### config.mk
export PLATFORM = sky130hd
export DESIGN_NAME = frog_move_sequencer
export DESIGN_NICKNAME = d
export VERILOG_FILES = /design/src/rtl/frog_move_sequencer.sv
export SDC_FILE = /design/constraint.sdc
export NUM_CORES = 1
export LEC_CHECK = 0
export BUFFER_PORTS_ARGS = -buffer_cell sky130_fd_sc_hd__buf_4
export CORE_AREA = 3 3 81 83
export CTS_BUF_LIST = sky130_fd_sc_hd__clkbuf_4
export DETAILED_ROUTE_END_ITERATION = 10
export DIE_AREA = 0 0 84 86
export HOLD_SLACK_MARGIN = 0.1
export PLACE_DENSITY_LB_ADDON = 0.08
export SYNTH_ARGS = -nofsm -noshare
export SYNTH_HDL_FRONTEND = slang
export SYNTH_SLANG_ARGS = --single-unit
### constraint.sdc
create_clock -name i_Clk -period 2.8 [get_ports i_Clk]
set_input_delay 0.42 -clock i_Clk [delete_from_list [all_inputs] [get_ports i_Clk]]
set_output_delay 0.42 -clock i_Clk [all_outputs]
set_load 0.005 [all_outputs]
### src/rtl/frog_move_sequencer.sv
// Frog sprite game controller: turns direction buttons into tile steps with hold-to-repeat
// and runs the PLAY / DYING / WON / OVER life cycle for the sprite renderer.
module frog_move_sequencer #(
  parameter int unsigned TILE_SIZE      = 32,
  parameter int unsigned H_VISIBLE_AREA = 640,
  parameter int unsigned V_VISIBLE_AREA = 480,
  parameter int unsigned START_X        = 320,
  parameter int unsigned START_Y        = 448,
  parameter int unsigned REPEAT_FRAMES  = 15,
  parameter int unsigned DEATH_FRAMES   = 60,
  parameter int unsigned WIN_FRAMES     = 60,
  parameter int unsigned START_LIVES    = 3
) (
  input  logic       i_Clk,
  input  logic       i_Rst,
  input  logic       i_Frame_Tick,
  input  logic       i_Frog_Up,
  input  logic       i_Frog_Dn,
  input  logic       i_Frog_Lt,
  input  logic       i_Frog_Rt,
  input  logic       i_Hit,
  input  logic       i_Start,
  output logic [9:0] o_Frog_X,
  output logic [9:0] o_Frog_Y,
  output logic       o_Draw_Frog,
  output logic [1:0] o_State,
  output logic [2:0] o_Lives,
  output logic       o_Win
);

  localparam int unsigned POS_W     = 10;
  localparam int unsigned EXT_W     = 12;
  localparam int unsigned LIFE_W    = 3;
  localparam int unsigned REP_W     = $clog2(REPEAT_FRAMES + 1);
  localparam int unsigned TMR_MAX   = (DEATH_FRAMES > WIN_FRAMES) ? DEATH_FRAMES : WIN_FRAMES;
  localparam int unsigned TMR_W     = $clog2(TMR_MAX + 1);
  localparam int unsigned BLINK_BIT = 3;

  localparam logic [POS_W-1:0]  X0        = POS_W'(START_X);
  localparam logic [POS_W-1:0]  Y0        = POS_W'(START_Y);
  localparam logic [POS_W-1:0]  STEP      = POS_W'(TILE_SIZE);
  localparam logic [LIFE_W-1:0] LIVES0    = LIFE_W'(START_LIVES);
  localparam logic [REP_W-1:0]  REP_LOAD  = REP_W'(REPEAT_FRAMES - 1);
  localparam logic [TMR_W-1:0]  DEATH_LD  = TMR_W'(DEATH_FRAMES);
  localparam logic [TMR_W-1:0]  WIN_LD    = TMR_W'(WIN_FRAMES);

  typedef enum logic [1:0] {
    S_PLAY  = 2'd0,
    S_DYING = 2'd1,
    S_WON   = 2'd2,
    S_OVER  = 2'd3
  } state_t;

  typedef enum logic [2:0] {
    D_NONE = 3'd0,
    D_UP   = 3'd1,
    D_DN   = 3'd2,
    D_LT   = 3'd3,
    D_RT   = 3'd4
  } dir_t;

  state_t             state_q, state_d;
  dir_t               dir_q, dir_d, dir_c;
  logic [POS_W-1:0]   x_q, x_d, y_q, y_d;
  logic [POS_W-1:0]   step_x_c, step_y_c;
  logic               step_ok_c;
  logic [LIFE_W-1:0]  lives_q, lives_d;
  logic [REP_W-1:0]   rep_q, rep_d;
  logic [TMR_W-1:0]   tmr_q, tmr_d;
  logic               draw_q, draw_d;
  logic               win_q, win_d;
  logic               do_step;

  // One-hot button decode; any other combination means no direction
  always_comb begin
    dir_c = D_NONE;
    case ({i_Frog_Up, i_Frog_Dn, i_Frog_Lt, i_Frog_Rt})
      4'b1000: dir_c = D_UP;
      4'b0100: dir_c = D_DN;
      4'b0010: dir_c = D_LT;
      4'b0001: dir_c = D_RT;
      default: dir_c = D_NONE;
    endcase
  end

  // Candidate step target and whether it stays fully on screen
  always_comb begin
    step_x_c  = x_q;
    step_y_c  = y_q;
    step_ok_c = 1'b0;
    case (dir_c)
      D_UP: begin
        step_ok_c = EXT_W'(y_q) >= EXT_W'(TILE_SIZE);
        step_y_c  = y_q - STEP;
      end
      D_DN: begin
        step_ok_c = (EXT_W'(y_q) + EXT_W'(2 * TILE_SIZE)) <= EXT_W'(V_VISIBLE_AREA);
        step_y_c  = y_q + STEP;
      end
      D_LT: begin
        step_ok_c = EXT_W'(x_q) >= EXT_W'(TILE_SIZE);
        step_x_c  = x_q - STEP;
      end
      D_RT: begin
        step_ok_c = (EXT_W'(x_q) + EXT_W'(2 * TILE_SIZE)) <= EXT_W'(H_VISIBLE_AREA);
        step_x_c  = x_q + STEP;
      end
      default: ;
    endcase
  end

  // Next-state and registered-output logic
  always_comb begin
    state_d = state_q;
    dir_d   = dir_q;
    x_d     = x_q;
    y_d     = y_q;
    lives_d = lives_q;
    rep_d   = rep_q;
    tmr_d   = tmr_q;
    draw_d  = draw_q;
    win_d   = 1'b0;
    do_step = 1'b0;

    case (state_q)
      S_PLAY: begin
        if (i_Frame_Tick) begin
          if (i_Hit) begin
            lives_d = lives_q - LIFE_W'(1);
            rep_d   = '0;
            dir_d   = D_NONE;
            if (lives_q == LIFE_W'(1)) begin
              state_d = S_OVER;
              draw_d  = 1'b0;
            end else begin
              state_d = S_DYING;
              tmr_d   = DEATH_LD;
              draw_d  = DEATH_LD[BLINK_BIT];
            end
          end else begin
            dir_d = dir_c;
            if (dir_c == D_NONE) begin
              rep_d = '0;
            end else if ((dir_c != dir_q) || (rep_q == '0)) begin
              do_step = step_ok_c;
            end else begin
              rep_d = rep_q - REP_W'(1);
            end
            // Blocked attempts leave both position and repeat timing alone
            if (do_step) begin
              x_d   = step_x_c;
              y_d   = step_y_c;
              rep_d = REP_LOAD;
              if ((dir_c == D_UP) && (step_y_c == '0)) begin
                state_d = S_WON;
                win_d   = 1'b1;
                tmr_d   = WIN_LD;
              end
            end
          end
        end
      end

      S_DYING, S_WON: begin
        if (i_Frame_Tick) begin
          if (tmr_q <= TMR_W'(1)) begin
            state_d = S_PLAY;
            x_d     = X0;
            y_d     = Y0;
            rep_d   = '0;
            dir_d   = D_NONE;
            tmr_d   = '0;
            draw_d  = 1'b1;
          end else begin
            tmr_d = tmr_q - TMR_W'(1);
            if (state_q == S_DYING) begin
              draw_d = tmr_d[BLINK_BIT];
            end
          end
        end
      end

      S_OVER: begin
        if (i_Start) begin
          state_d = S_PLAY;
          x_d     = X0;
          y_d     = Y0;
          lives_d = LIVES0;
          rep_d   = '0;
          dir_d   = D_NONE;
          tmr_d   = '0;
          draw_d  = 1'b1;
        end
      end

      default: ;
    endcase
  end

  always_ff @(posedge i_Clk or posedge i_Rst) begin
    if (i_Rst) begin
      state_q <= S_PLAY;
      dir_q   <= D_NONE;
      x_q     <= X0;
      y_q     <= Y0;
      lives_q <= LIVES0;
      rep_q   <= '0;
      tmr_q   <= '0;
      draw_q  <= 1'b1;
      win_q   <= 1'b0;
    end else begin
      state_q <= state_d;
      dir_q   <= dir_d;
      x_q     <= x_d;
      y_q     <= y_d;
      lives_q <= lives_d;
      rep_q   <= rep_d;
      tmr_q   <= tmr_d;
      draw_q  <= draw_d;
      win_q   <= win_d;
    end
  end

  assign o_Frog_X    = x_q;
  assign o_Frog_Y    = y_q;
  assign o_Draw_Frog = draw_q;
  assign o_State     = state_q;
  assign o_Lives     = lives_q;
  assign o_Win       = win_q;

endmodule
# Word-level counts from Yosys, hierarchy flattened
# Cells that the tools add are included.
dict set report word_totals {
  reg_bits 40
  latchBits 0
  ram_bits 0
  romBits 0
  inputBits 9
  elab_cells 138
  n_memories 0
}
dict set report classes {
  n_addsub 9
  multipliers 0
  div_mod_pow 0
  magnitude_cmp 5
  n_eq_ne 26
  shifts 0
  n_mux 73
  n_bitwise 0
  reduce_logical 16
}
# op count
set ops {}
lappend ops {{$mux W10} 12}
lappend ops {{$pmux W10 S3} 2}
lappend ops {{$mux W6} 8}
lappend ops {{$pmux W10 S2} 2}
lappend ops {{$mux W4} 8}
lappend ops {{$mux W3} 8}
lappend ops {{$add A10 B7 Y11 const B} 2}
lappend ops {{$add A10 B6 Y10 const B} 2}
lappend ops {{$ge A10 B6 Y1 const B} 2}
lappend ops {{$sub A10 B6 Y10 const B} 2}
lappend ops {{$pmux W6 S3} 1}
lappend ops {{$reduce_and A6 Y1} 3}
lappend ops {{$mux W1} 17}
lappend ops {{$mux W2} 8}
lappend ops {{$ne A2 B2 Y1 const B} 7}
lappend ops {{$ne A3 B3 Y1 const B} 4}
lappend ops {{$pmux W3 S4} 1}
lappend ops {{$pmux W4 S3} 1}
lappend ops {{$le A11 B10 Y1 const B} 1}
lappend ops {{$le A11 B9 Y1 const B} 1}
lappend ops {{$logic_not A10 Y1} 1}
lappend ops {{$reduce_and A5 Y1} 2}
lappend ops {{$pmux W3 S3} 1}
lappend ops {{$reduce_and A4 Y1} 2}
lappend ops {{other kinds (28)} 31}

# Depth between registers and ports, before layout
dict set report depth {
  ltp_word 13
  ltp_mapped 10
  ltp_nobuf 9
}

# Worst setup path before layout
# No wires, ideal clock.
dict set report synth_timing {
  kind {register to register}
  from {reg y_q[6], in the netlist o_Frog_Y[6]}
  to {reg rep_q[1]}
  arrival_time_ns 2.282
  path_slack_ns 0.397
  stages_incl_launch_ff 8
  n_path_buf 0
  synth_period_minus_slack_ns 2.403
  path_cell_list {dfstp_2 -> inv_1 -> ha_1 -> a2111oi_0 -> o2111ai_2 -> o31ai_1 -> a21oi_1 -> a22o_1}
}
dict set report synth_between {
  elab_chain_len 12
}
# item line_no
set synth_lines {}
lappend synth_lines {{start: declaration} 64} ;# logic [POS_W-1:0] x_q, x_d, y_q, y_d;
lappend synth_lines {{start signal: assignment} 215} ;# y_q <= y_d;
lappend synth_lines {{$add A10 B7 Y11} 97} ;# step_ok_c = (EXT_W'(y_q) + EXT_W'(2 * TILE_SIZE)) <= EXT_W'(V_VISIBLE_AREA);
lappend synth_lines {{$le A11 B9 Y1} 97}
lappend synth_lines {{$pmux W1 S4 *} 91} ;# case (dir_c)
lappend synth_lines {{$mux W1 *} 144} ;# end else if ((dir_c != dir_q) || (rep_q == '0)) begin
lappend synth_lines {{$mux W1 *} 142} ;# if (dir_c == D_NONE) begin
lappend synth_lines {{$mux W1 *} 128} ;# if (i_Hit) begin
lappend synth_lines {{$mux W1 *} 127} ;# if (i_Frame_Tick) begin
lappend synth_lines {{$mux W1 *} 125} ;# case (state_q)
lappend synth_lines {{$mux W4} 150} ;# if (do_step) begin
lappend synth_lines {{$mux W4} 128}
lappend synth_lines {{$mux W4} 127}
lappend synth_lines {{$pmux W4 S3} 125}
lappend synth_lines {{end signal: assignment} 217} ;# rep_q <= rep_d;
lappend synth_lines {{end: declaration} 68} ;# logic [REP_W-1:0] rep_q, rep_d;
# Mark *: on every way between the ends. The rest lies on a longest branch, timed or not. The select of a mux whose other input is x is not followed.
# A chain may end at the register's enable or synchronous reset.

# Worst setup path after layout
# Same ends and word-level chain as after synthesis.

==> flow_summary.json <==
{
  "final_antenna_net_count": 0,
  "timing.fmax_mhz": 383,
  "grt_pass1_vias": 2224,
  "crit_type": "flop to flop",
  "worstPathRequired_ns": 3.04,
  "rsz0062_at_grt": "false",
  "grt.busiest_layer": "met2",
  "grt_use_total_pct": 19.3,
  "syn_inst": 313,
  "worst_pin_slew_ns": 0.591,
  "hold_class": "input port to asynchronous set/reset pin",
  "antenna_found_initial": 0,
  "crit_path_end_kind": "flop",
  "synth_top_area_share_pct": 21.0,
  "dr.pass1.iters": 4,
  "fin_crit_ns": 2.61,
  "synth_edf_count": 0,
  "globalRouteMet3Util_pct": 3.17,
  "dp_worst_setup_slack_ns": 0.138,
  "fin_nets": 370,
  "ff_latch_area_um2": 761,
  "drv_cap": 0,
  "ys_seq_area_share_pct": 29.0,
  "layout_worst_path_cycle_share_pct": 93.2,
  "vias_per_cell": 5.69,
  "portBuffers": 25,
  "rows": 28,
  "n_antenna_cell": 0,
  "status": "complete, no violations",
  "multi_input_area_um2": 1680,
  "final.setup.tns_ns": 0,
  "regToRegSetupSlack_ns": 0.19,
  "synth_seq_cells": 30,
  "die_area_um2": 7220,
  "ys_types": 60,
  "dp_cells": 408,
  "final-hold-violation-count": 0,
  "final-setup-viol-count": 0,
  "drt-total-wl_um": 6570,
  "drc": 0,
  "synthFlopType": "dfrtp_1",
  "gp_congestion": 0.841,
  "die_w_um": 84,
  "skew_ns": 0.00905,
  "drive_gt1_share_pct": 17.6,
  "htreeDepth": 2,
  "yosys-top-cells-area": "dfrtp_1 21%, ha_1 10%, dfstp_2 8.0%",
  "use_met1_pct": 28.0,
  "pin_count": 36,
  "place_hpwl_um": 4780,
  "power.density_nw_per_um2": 848,
  "cts.clk_slew.worst_paths_ns": 0.10,
  "grt_overflow": 0,
  "startpoint_type": "flop",
  "fillers": 598,
  "stdcell_count": 416,
  "yosys.area.top_type": "dfrtp_1",
  "vias": 2367,
  "postCtsHoldBufs": 0,
  "setup_slack_ns": 0.192,
  "die_h_um": 86,
  "cp-startpoint": "o_Frog_Y[6]",
  "dpl-instance-area_um2": 2860,
  "design_area_um2": 2920,
  "cts-root-buf": "clkbuf_4",
  "synth_area_um2": 2620,
  "coreArea_um2": 5920,
  "grt_pass1_wl_um": 11300,
  "maxSlewViolCount": 0,
  "final_util_pct": 49.3,
  "drt-wirelength-per-cell_um": 15.8,
  "cts_sinks": 30,
  "timing.rr.end": "rep_q[1]",
  "critPathArrivalTime_ns": 2.85,
  "drtIter0Drc": 99,
  "syn-mean-instance-area_um2": 8.38,
  "hold_ws_ns": 0.146,
  "yosysWarnings": 0,
  "ff2ff_path_depth": 8,
  "insertion_delay_ns": 0.34,
  "peakVddDrop_v": 0.000735,
  "max_slew_margin_pct": 59.6,
  "grt_util_met2_pct": 29.7,
  "power_mw": 2.48,
  "clk_path_buf_depth": 2,
  "cts_tree": "yes",
  "p_leak_nw": 1.28,
  "start_util_pct": 44.3,
  "grt_max_degree": 31,
  "cts_buffers": 5,
  "r2r_start": "o_Frog_Y[6]",
  "area_delta_synth_final_pct": 11.3,
  "critical_path.max_fanout": 6,
  "async_flop_share_pct": 100
}
## cell type report
type / instances / share of cell area, %
multi-input combinational: 248 / 57.6
clock buffer: 6 / 1.54
sequential: 30 / 26.0
inverter: 22 / 2.83
clock inverter: 2 / 0.300
tap: 75 / 3.21
timing repair buffer: 33 / 8.48
## worst max-delay path by stage
| stage | end | cells after the start |
|---|---|---|
| after floorplan | rep_q[1] | 7 |
| after global placement | tmr_q[1] | 7 |
| after detailed placement | tmr_q[1] | 7 |
| after CTS | rep_q[1] | 8 |
| after global routing | rep_q[1] | 8 |
| final | rep_q[1] | 8 |
## synth_stat cells (all sizes together) (3+ instances only)
master / instances
o31ai: 3
dfstp: 8
nand3b: 3
nand4: 5
buf: 15
ha: 21
nor2: 25
or3: 4
nor3: 7
o21ai: 30
o2111ai: 3
xnor2: 7
o211ai: 6
nand2b: 8
nand2: 28
nor3b: 4
a31oi: 5
dfrtp: 22
o32a: 4
a21oi: 11
nor4b: 6
clkbuf: 7
inv: 22
and3b: 3
nand3: 14
or4: 7
## layer usage
layer,share of wire (%),vias to the layer above
met1,50,1126
met3,3.1,14
met4,1.6,0
met2,45,50
li1,-,1177
met5,0,-
## repair_timing
item                                    4_1_cts  5_1_grt
gates resized for setup                       0        2
endpoints found under the setup margin        0        5
buffers inserted                              0        0
## state kept, by name, indices dropped and copies added (netlist names)
register and count:
o_Frog_X 5, o_Lives 3, rep_q 4, dir_q 3
o_Draw_Frog 1, o_Frog_Y 5, o_State 2, o_Win 1
tmr_q 6
## cell families after synthesis
family / count (synthesis) / synth area share, %
DFF: 30 / 29.0
xor gates and xnor gates: 9 / 3.00
muxes: 4 / 1.62
adders and majority gates: 21 / 10.0
AOI/OAI and AO/OA: 83 / 21.5
other: 1 / 0.143
buffers and inverters: 44 / 8.44
and+or+nand+nor: 121 / 26.3
## worst max-delay path: stages, from the launching register on
cell and delay, ns:
dfstp_2 0.59, inv_1 0.10, ha_1 0.21, a2111oi_0 0.59, o2111ai_2 0.32, o31ai_1 0.31, buf_4 0.17, a21oi_1 0.04
a22o_1 0.17
## power by group
part	switching, mW	internal, mW
clock network	0.158	0.104
logic	0.896	0.591
registers	0.145	0.583
## placed cells by master (no fill, tap or decap), types with 3 or more instances in the layout
cell | netlist | final
or3_1 | 4 | 4
a31oi_1 | 5 | 5
a21oi_1 | 11 | 11
ha_1 | 21 | 21
nor2_1 | 25 | 25
dfrtp_1 | 22 | 22
o21ai_1 | 2 | 3
nor3_1 | 7 | 7
nand2_1 | 28 | 28
and3b_1 | 3 | 3
nand2b_1 | 8 | 8
nor3b_1 | 3 | 3
conb_1 | 1 | 10
nand3_1 | 13 | 13
inv_1 | 22 | 22
o21ai_0 | 28 | 27
or4_1 | 7 | 7
nor4b_1 | 4 | 3
o211ai_1 | 6 | 6
o31ai_1 | 3 | 3
dfstp_2 | 8 | 8
xnor2_1 | 7 | 7
nand4_1 | 5 | 5
buf_4 | 10 | 33
o32a_1 | 4 | 4
clkbuf_4 | 0 | 6
(Power assumes the default switching activity.)
